[config.mk]
export PLATFORM = sky130hd
export DESIGN_NAME = operand_map_pipe
export DESIGN_NICKNAME = d
export VERILOG_FILES = /design/src/rtl/operand_map_pipe_pkg.sv /design/src/rtl/operand_mux.sv /design/src/rtl/operand_map_pipe.sv
export SDC_FILE = /design/constraint.sdc
export NUM_CORES = 1
export LEC_CHECK = 0
export CAP_MARGIN = 15
export CORE_ASPECT_RATIO = 0.7
export CORE_MARGIN = 8
export CORE_UTILIZATION = 41
export DETAILED_ROUTE_END_ITERATION = 10
export PLACE_DENSITY = 0.8
export SLEW_MARGIN = 40
export SYNTH_ARGS = -nofsm -noshare
export SYNTH_HDL_FRONTEND = slang
export SYNTH_SLANG_ARGS = --single-unit
[constraint.sdc]
create_clock -name clk -period 1.9 [get_ports clk]
set_input_delay 0.57 -clock clk [delete_from_list [all_inputs] [get_ports clk]]
set_output_delay 0.57 -clock clk [all_outputs]
set_load 0.05 [all_outputs]
[src/rtl/operand_map_pipe_pkg.sv]
// Shared DSP operand geometry for the operand mapping pipeline.
// Pure constants; no logic, no latency.
// No flow control of its own.
package operand_map_pipe_pkg;

  // DSP slice port widths
  localparam int A_W = 30;
  localparam int B_W = 18;
  localparam int C_W = 48;

  // Operand width fed to the hard multiplier
  localparam int MULT_W = 16;

  // Low immediate field that can be routed onto port B
  localparam int IMM_B_W = 11;

endpackage : operand_map_pipe_pkg

[src/rtl/operand_mux.sv]
// Combinational operand selection onto DSP ports A/B/C.
// Zero latency; purely combinational.
// No backpressure; the enclosing pipeline qualifies the result with valid.
module operand_mux
  import operand_map_pipe_pkg::*;
#(
  parameter int DATA_W = 32,
  parameter int IMM_W  = 16
) (
  input  logic              usemult,
  input  logic              signmult,
  input  logic              useimm,
  input  logic              usemov,
  input  logic              seta0,
  input  logic              setb0,
  input  logic              setc0,
  input  logic [IMM_W-1:0]  data_imm,
  input  logic [DATA_W-1:0] data_ra,
  input  logic [DATA_W-1:0] data_rb,
  input  logic [DATA_W-1:0] data_rc,
  output logic [A_W-1:0]    data_a,
  output logic [B_W-1:0]    data_b,
  output logic [C_W-1:0]    data_c
);

  // Upper part of rb above the B field, sign-extended onto port A.
  // With an 18-bit operand there is nothing above the B field, so A is zero.
  logic [A_W-1:0] a_linear;

  generate
    if (DATA_W > B_W) begin : g_hi
      assign a_linear = A_W'($signed(data_rb[DATA_W-1:B_W]));
    end else begin : g_no_hi
      assign a_linear = '0;
    end
  endgenerate

  // Only the low multiplier-width slice of rc ever reaches a port.
  logic unused_rc_hi;
  assign unused_rc_hi = ^data_rc[DATA_W-1:MULT_W];

  // Select mapping, then apply immediate overrides, then force-to-zero overrides.
  always_comb begin
    data_a = '0;
    data_b = '0;
    data_c = '0;

    if (usemult) begin
      if (signmult) begin
        data_a = A_W'($signed(data_rb[MULT_W-1:0]));
        data_b = B_W'($signed(data_rc[MULT_W-1:0]));
      end else begin
        data_a = A_W'(data_rb[MULT_W-1:0]);
        data_b = B_W'(data_rc[MULT_W-1:0]);
      end
    end else begin
      data_a = a_linear;
      data_b = data_rb[B_W-1:0];
    end

    if (useimm) begin
      data_b = B_W'($signed(data_imm[IMM_B_W-1:0]));
    end

    if (usemov) begin
      data_c = C_W'($signed(data_imm));
    end else begin
      data_c = C_W'($signed(data_ra));
    end

    if (seta0) data_a = '0;
    if (setb0) data_b = '0;
    if (setc0) data_c = '0;
  end

endmodule : operand_mux

[src/rtl/operand_map_pipe.sv]
// Maps register/immediate operands onto DSP ports A/B/C through a register pipeline.
// LATENCY cycles from capture to valid_o when not stalled; one result per cycle.
// stall_i freezes every stage; flush_i drops all in-flight entries and wins over stall.
module operand_map_pipe
  import operand_map_pipe_pkg::*;
#(
  parameter int DATA_W  = 32,
  parameter int IMM_W   = 16,
  parameter int LATENCY = 2
) (
  input  logic              clk,
  input  logic              rst,
  input  logic              valid_i,
  input  logic              stall_i,
  input  logic              flush_i,
  input  logic              usemult_i,
  input  logic              signmult_i,
  input  logic              useimm_i,
  input  logic              usemov_i,
  input  logic              seta0_i,
  input  logic              setb0_i,
  input  logic              setc0_i,
  input  logic [IMM_W-1:0]  data_imm_i,
  input  logic [DATA_W-1:0] data_ra_i,
  input  logic [DATA_W-1:0] data_rb_i,
  input  logic [DATA_W-1:0] data_rc_i,
  output logic [A_W-1:0]    data_a_o,
  output logic [B_W-1:0]    data_b_o,
  output logic [C_W-1:0]    data_c_o,
  output logic              valid_o,
  output logic              busy_o
);

  logic [A_W-1:0] map_a;
  logic [B_W-1:0] map_b;
  logic [C_W-1:0] map_c;

  operand_mux #(
    .DATA_W (DATA_W),
    .IMM_W  (IMM_W)
  ) u_mux (
    .usemult  (usemult_i),
    .signmult (signmult_i),
    .useimm   (useimm_i),
    .usemov   (usemov_i),
    .seta0    (seta0_i),
    .setb0    (setb0_i),
    .setc0    (setc0_i),
    .data_imm (data_imm_i),
    .data_ra  (data_ra_i),
    .data_rb  (data_rb_i),
    .data_rc  (data_rc_i),
    .data_a   (map_a),
    .data_b   (map_b),
    .data_c   (map_c)
  );

  logic           stg_vld [LATENCY];
  logic [A_W-1:0] stg_a   [LATENCY];
  logic [B_W-1:0] stg_b   [LATENCY];
  logic [C_W-1:0] stg_c   [LATENCY];

  generate
    for (genvar i = 0; i < LATENCY; i++) begin : g_stage
      logic           prev_vld;
      logic [A_W-1:0] prev_a;
      logic [B_W-1:0] prev_b;
      logic [C_W-1:0] prev_c;

      if (i == 0) begin : g_head
        assign prev_vld = valid_i;
        assign prev_a   = map_a;
        assign prev_b   = map_b;
        assign prev_c   = map_c;
      end else begin : g_body
        assign prev_vld = stg_vld[i-1];
        assign prev_a   = stg_a[i-1];
        assign prev_b   = stg_b[i-1];
        assign prev_c   = stg_c[i-1];
      end

      // Stage register: reset > flush > stall; data only follows valid entries.
      always_ff @(posedge clk) begin
        if (rst) begin
          stg_vld[i] <= 1'b0;
          stg_a[i]   <= '0;
          stg_b[i]   <= '0;
          stg_c[i]   <= '0;
        end else if (flush_i) begin
          stg_vld[i] <= 1'b0;
        end else if (!stall_i) begin
          stg_vld[i] <= prev_vld;
          if (prev_vld) begin
            stg_a[i] <= prev_a;
            stg_b[i] <= prev_b;
            stg_c[i] <= prev_c;
          end
        end
      end
    end
  endgenerate

  // Busy whenever any stage still carries a live entry.
  always_comb begin
    busy_o = 1'b0;
    for (int k = 0; k < LATENCY; k++) begin
      busy_o = busy_o | stg_vld[k];
    end
  end

  assign valid_o  = stg_vld[LATENCY-1];
  assign data_a_o = stg_a[LATENCY-1];
  assign data_b_o = stg_b[LATENCY-1];
  assign data_c_o = stg_c[LATENCY-1];

endmodule : operand_map_pipe

# --- Word level (Yosys, flattened, before mapping) ---
# Memory sizes are Yosys's and may differ from the RTL's.
# Cells that the tools add are included.
classes:
  bitwise_logic: 11
  n_mux: 38
op_table:
  columns: ["op", "n"]
  rows:
  - ["$mux W48", 4]
  - ["$mux W30", 5]
  - ["$mux W18", 6]
  - ["$mux W1", 23]
  - ["$or A1 B1 Y1", 11]
totals:
  ram_bits: 194
  ff_bits: 0
  n_memories: 4
  output_inout_bits: 98
  in_bits: 124
memory_table:
  columns: ["name", "words", "word_bits", "read_ports", "rd_ports_with_merged_regs", "wr", "line", "source"]
  rows:
  - ["stg_c", 2, 48, 2, 0, 2, "operand_map_pipe.sv:61", "logic [C_W-1:0] stg_c [LATENCY];"]
  - ["stg_a", 2, 30, 2, 0, 2, "operand_map_pipe.sv:59", "logic [A_W-1:0] stg_a [LATENCY];"]
  - ["stg_b", 2, 18, 2, 0, 2, "operand_map_pipe.sv:60", "logic [B_W-1:0] stg_b [LATENCY];"]
  - ["stg_vld", 2, 1, 2, 0, 2, "operand_map_pipe.sv:58", "logic stg_vld [LATENCY];"]

# --- Logic depth before layout (Yosys ltp) ---
# Gate-level depths: netlist of the first run.
depth:
  depth_word: 6
  ltp_mapped: 5
  ltp_nobuf: 2

# --- Cells and area by module ---
# From an unflattened synthesis of the first run, not the netlist that was laid out.
unflattened:
  cells_unflattened: 611
  area_unflattened_um2: 8590.7
by_module_without_submodules:
  columns: ["module", "seq_area_each_um2", "area_per_inst_um2", "cells_per_inst", "instances"]
  rows:
  - ["operand_map_pipe", 5825.6, 7231.9, 414, 1]
  - ["operand_mux", 0.0, 1358.8, 197, 1]

# --- Worst setup path after synthesis of the first run ---
# OpenSTA, ideal clock, no wires.
synth_timing:
  path_type: "input -> register"
  start: "input stall_i"
  end: "memory stg_a[0][0], enable pin"
  required_ns: 1.504
  path_stages: 2
  arrival_ns: 1.622
  n_path_buf: 0
  path_slack_ns: -0.118
  cell_sequence: "nor3b_1 > or2_2"
synth_lines:
  columns: ["item", "line", "source"]
  rows:
  - ["start, declared", "operand_map_pipe.sv:14", "input logic stall_i,"]
  - ["end, declared", "operand_map_pipe.sv:59", null]

==> impl_metrics.json, run 1 <==
{
  "r2r_slack_ns": 0.51,
  "pin_count": 222,
  "min_path_cells": 1,
  "synthCells": 424,
  "core_mm2": 0.0148,
  "die_area_mm2": 0.0196,
  "async_flop_share_pct": 0,
  "maxSlewHeadroom_pct": 48.5,
  "grt-ovfl-total": 0,
  "synthFlopType": "edfxtp_1",
  "synth-seq-area-share_pct": 65.1,
  "status": "complete, no violations",
  "worstSkewPairLatency_ns": 0.41,
  "grt_pass1_vias": 4510,
  "max_freq_mhz": 546,
  "fill_cells": 1043,
  "endpoint_kind": "output port",
  "crit_type": "reg2out",
  "dp.final_hpwl_um": 12600,
  "remaining_drc_errors": 0,
  "grt_max_degree": 69,
  "antenna_found_initial": 1,
  "post-place-cells": 801,
  "clockBufferDepth": 2,
  "via_count": 4226,
  "fin_crit_ns": 1.83,
  "initial_core_util_pct": 42.3,
  "syn-num-nets": 548,
  "leakage_uw": 0.00374,
  "setup-violations-final": 0,
  "max_stage_delay_ns": 0.38,
  "finClkSkew_ns": 0.00616,
  "h-tree-depth": 4,
  "powerDensity_mw_per_mm2": 831,
  "worst_slew_pin_slew_ns": 0.769,
  "synth_cell_type_count": 23,
  "cp-start-kind": "flip-flop",
  "ant_nets": 0,
  "rows": 37,
  "grt_first_pass_wirelength_um": 26300,
  "reg2reg_from": "stg_vld[0]$_DFFE_PP_",
  "layout-drive-gt1-share_pct": 35.5,
  "die_h_um": 119,
  "reg2reg_to": "stg_a[1][1]$_SDFFCE_PN0P_",
  "crit_path_max_fanout": 2,
  "root_buffer": "clkbuf_16",
  "hold_end": "stg_c[1][13]$_SDFFCE_PN0P_",
  "grtUsageTotal_pct": 17.8,
  "die-width_um": 164,
  "ys_top_cells_by_area": "edfxtp_1 (65%), mux2i_1 (7.0%), and2_1 (6.7%)",
  "drv_slew": 0,
  "total_power_uw": 8130,
  "path_cells": "or2_2, buf_6",
  "ys_ff_latch": 136,
  "yosysTopAreaCell": "edfxtp_1",
  "synth_area_mm2": 0.00627,
  "required_ns": 1.33,
  "hold_viol": 0,
  "cts_tree": "yes",
  "arrival_ns": 1.26,
  "numCtsBuffers": 17,
  "min-delay-start": "stg_c[0][13]$_SDFFCE_PP0P_",
  "avgRoutedWirePerCell_um": 21.2,
  "port_buffers": 205,
  "layout_commonest_cell": "edfxtp_1",
  "synth.avg_cell_area_um2": 14.8,
  "synth_top_area_share_pct": 65.1,
  "ys_warn_count": 0,
  "maxCapViolations": 0,
  "hold_class": "reg2reg",
  "first_iter_violations": 279,
  "stdcell_count": 841,
  "final_cell_mix": "edfxtp_1 (136), clkdlybuf4s50_1 (101), buf_4 (91)",
  "r2r.worst_path.cells": 4,
  "dr.pass1.iters": 4,
  "ir_worst_vdd_mv": 0.539,
  "nets": 756,
  "synth-edff-count": 136,
  "area_growth_syn_to_layout_pct": 56.0,
  "rsz0062_at_grt": "false",
  "routed_wl_um": 17800,
  "clock_sinks": 136,
  "routabilityCongestion": 0.839,
  "period_share_pct": 96.4,
  "slowest_stage": "edfxtp_1",
  "vias_per_cell": 5.02,
  "clk_pin_slew_ns": 0.06
}
[logic make-up after synthesis]
kind of cell / Yosys count / synth area share, %
and+or+nand+nor: 141 / 15.0
muxes: 44 / 7.02
buffers and inverters: 63 / 5.98
AOI/OAI and AO/OA: 40 / 6.92
DFF: 136 / 65.1
[critical path: cells and delay by family, from the launching register on]
family        cells  cell delay [ns]
flops             1             0.38
simple gates      1             0.32
buf+inv           1             0.16
[flip-flops by register name, summed over array words and instances (netlist names)]
name and flops:
stg_a 34, stg_b 36, stg_c 64, stg_vld 2
[area by class of cell]
class                   instances  area, um^2  area share, %
diodes                          1        2.50         0.0256
clock buffers                  18         429           4.39
clock inverters                14         188           1.92
inverters                       2        7.51         0.0767
multi-input cells             225        2050           21.0
flip-flops and latches        136        4080           41.7
well taps                     195         244           2.49
repair buffers                250        2780           28.4
[metrics by stage]
stage,utilization (%),setup WS (ns),area [um^2],setup TNS [ns],hold WS [ns]
floorplan,-,0.0774,6280,0,0.497
CTS,64.1,-0.0702,9500,-0.699,0.516
global route,66.1,0.0105,9790,0,0.530
finish,66.1,0.0692,9790,0,0.515
detailed placement,59.1,-0.546,8760,-65.89,0.502
global placement,59.1,-0.418,8760,-56.49,0.501
[cell usage after synthesis (2+ instances only)]
cell and count:
buf_2 6, and2_1 67, mux2i_1 44, edfxtp_1 136
buf_4 29, inv_1 2, nor3b_1 2, clkbuf_1 22
nor3_2 19, buf_6 3, nand2b_1 20, nand2_1 6
nor2b_1 11, a211oi_1 21, a2111oi_2 18, or2_2 3
nor3_1 9
[power by group]
group	switching (uW)	internal, uW
combinational	686	527
clock	1310	2100
sequential	40.5	3460
total	2040	6090
[timing repair]
item | in CTS | in global routing
endpoints found under the setup margin | 32 | 84
endpoints found under the hold margin | 0 | 0
gates cloned | 2 | 2
hold buffers | 0 | 0
gates resized for setup | 10 | 30
buffers inserted | 1 | 2
pin swaps | 1 | 3
[how the worst max path moves through the flow]
stage | start | end | slack [ns] | depth (start not counted)
finish | stg_vld[0]$_DFFE_PP_ | busy_o | 0.07 | 2
global route | stg_c[1][46]$_SDFFCE_PN0P_ | data_c_o[46] | 0.01 | 2
CTS | rst | stg_b[0][7]$_SDFFCE_PP0P_ | -0.07 | 4
detailed placement | stall_i | stg_c[0][26]$_SDFFCE_PP0P_ | -0.55 | 5
global placement | stall_i | stg_c[0][20]$_SDFFCE_PP0P_ | -0.42 | 5
floorplan | usemult_i | stg_a[0][0]$_SDFFCE_PP0P_ | 0.08 | 5
[per-layer routing]
metal | global-route usage [%] | vias up | routed length, um | part of all wire, %
met1 | 23.3 | 2028 | 7900 | 44
met5 | 0 | - | 0 | 0
met2 | 27.0 | 205 | 7950 | 45
met4 | 4.98 | 0 | 170 | 0.95
met3 | 6.78 | 19 | 1790 | 10
li1 | - | 1974 | - | -
No activity file was read; power rests on OpenSTA's default activity.
==> run 2, diff against run 1 <==
--- a/config.mk
+++ b/config.mk
@@ -5,7 +5,6 @@
 export SDC_FILE = /design/constraint.sdc
 export NUM_CORES = 1
 export LEC_CHECK = 0
-export CAP_MARGIN = 15
 export CORE_ASPECT_RATIO = 0.7
 export CORE_MARGIN = 8
 export CORE_UTILIZATION = 41
==> results of run 2 <==
Final layout, timing and power as in run 1 (identical DEF).
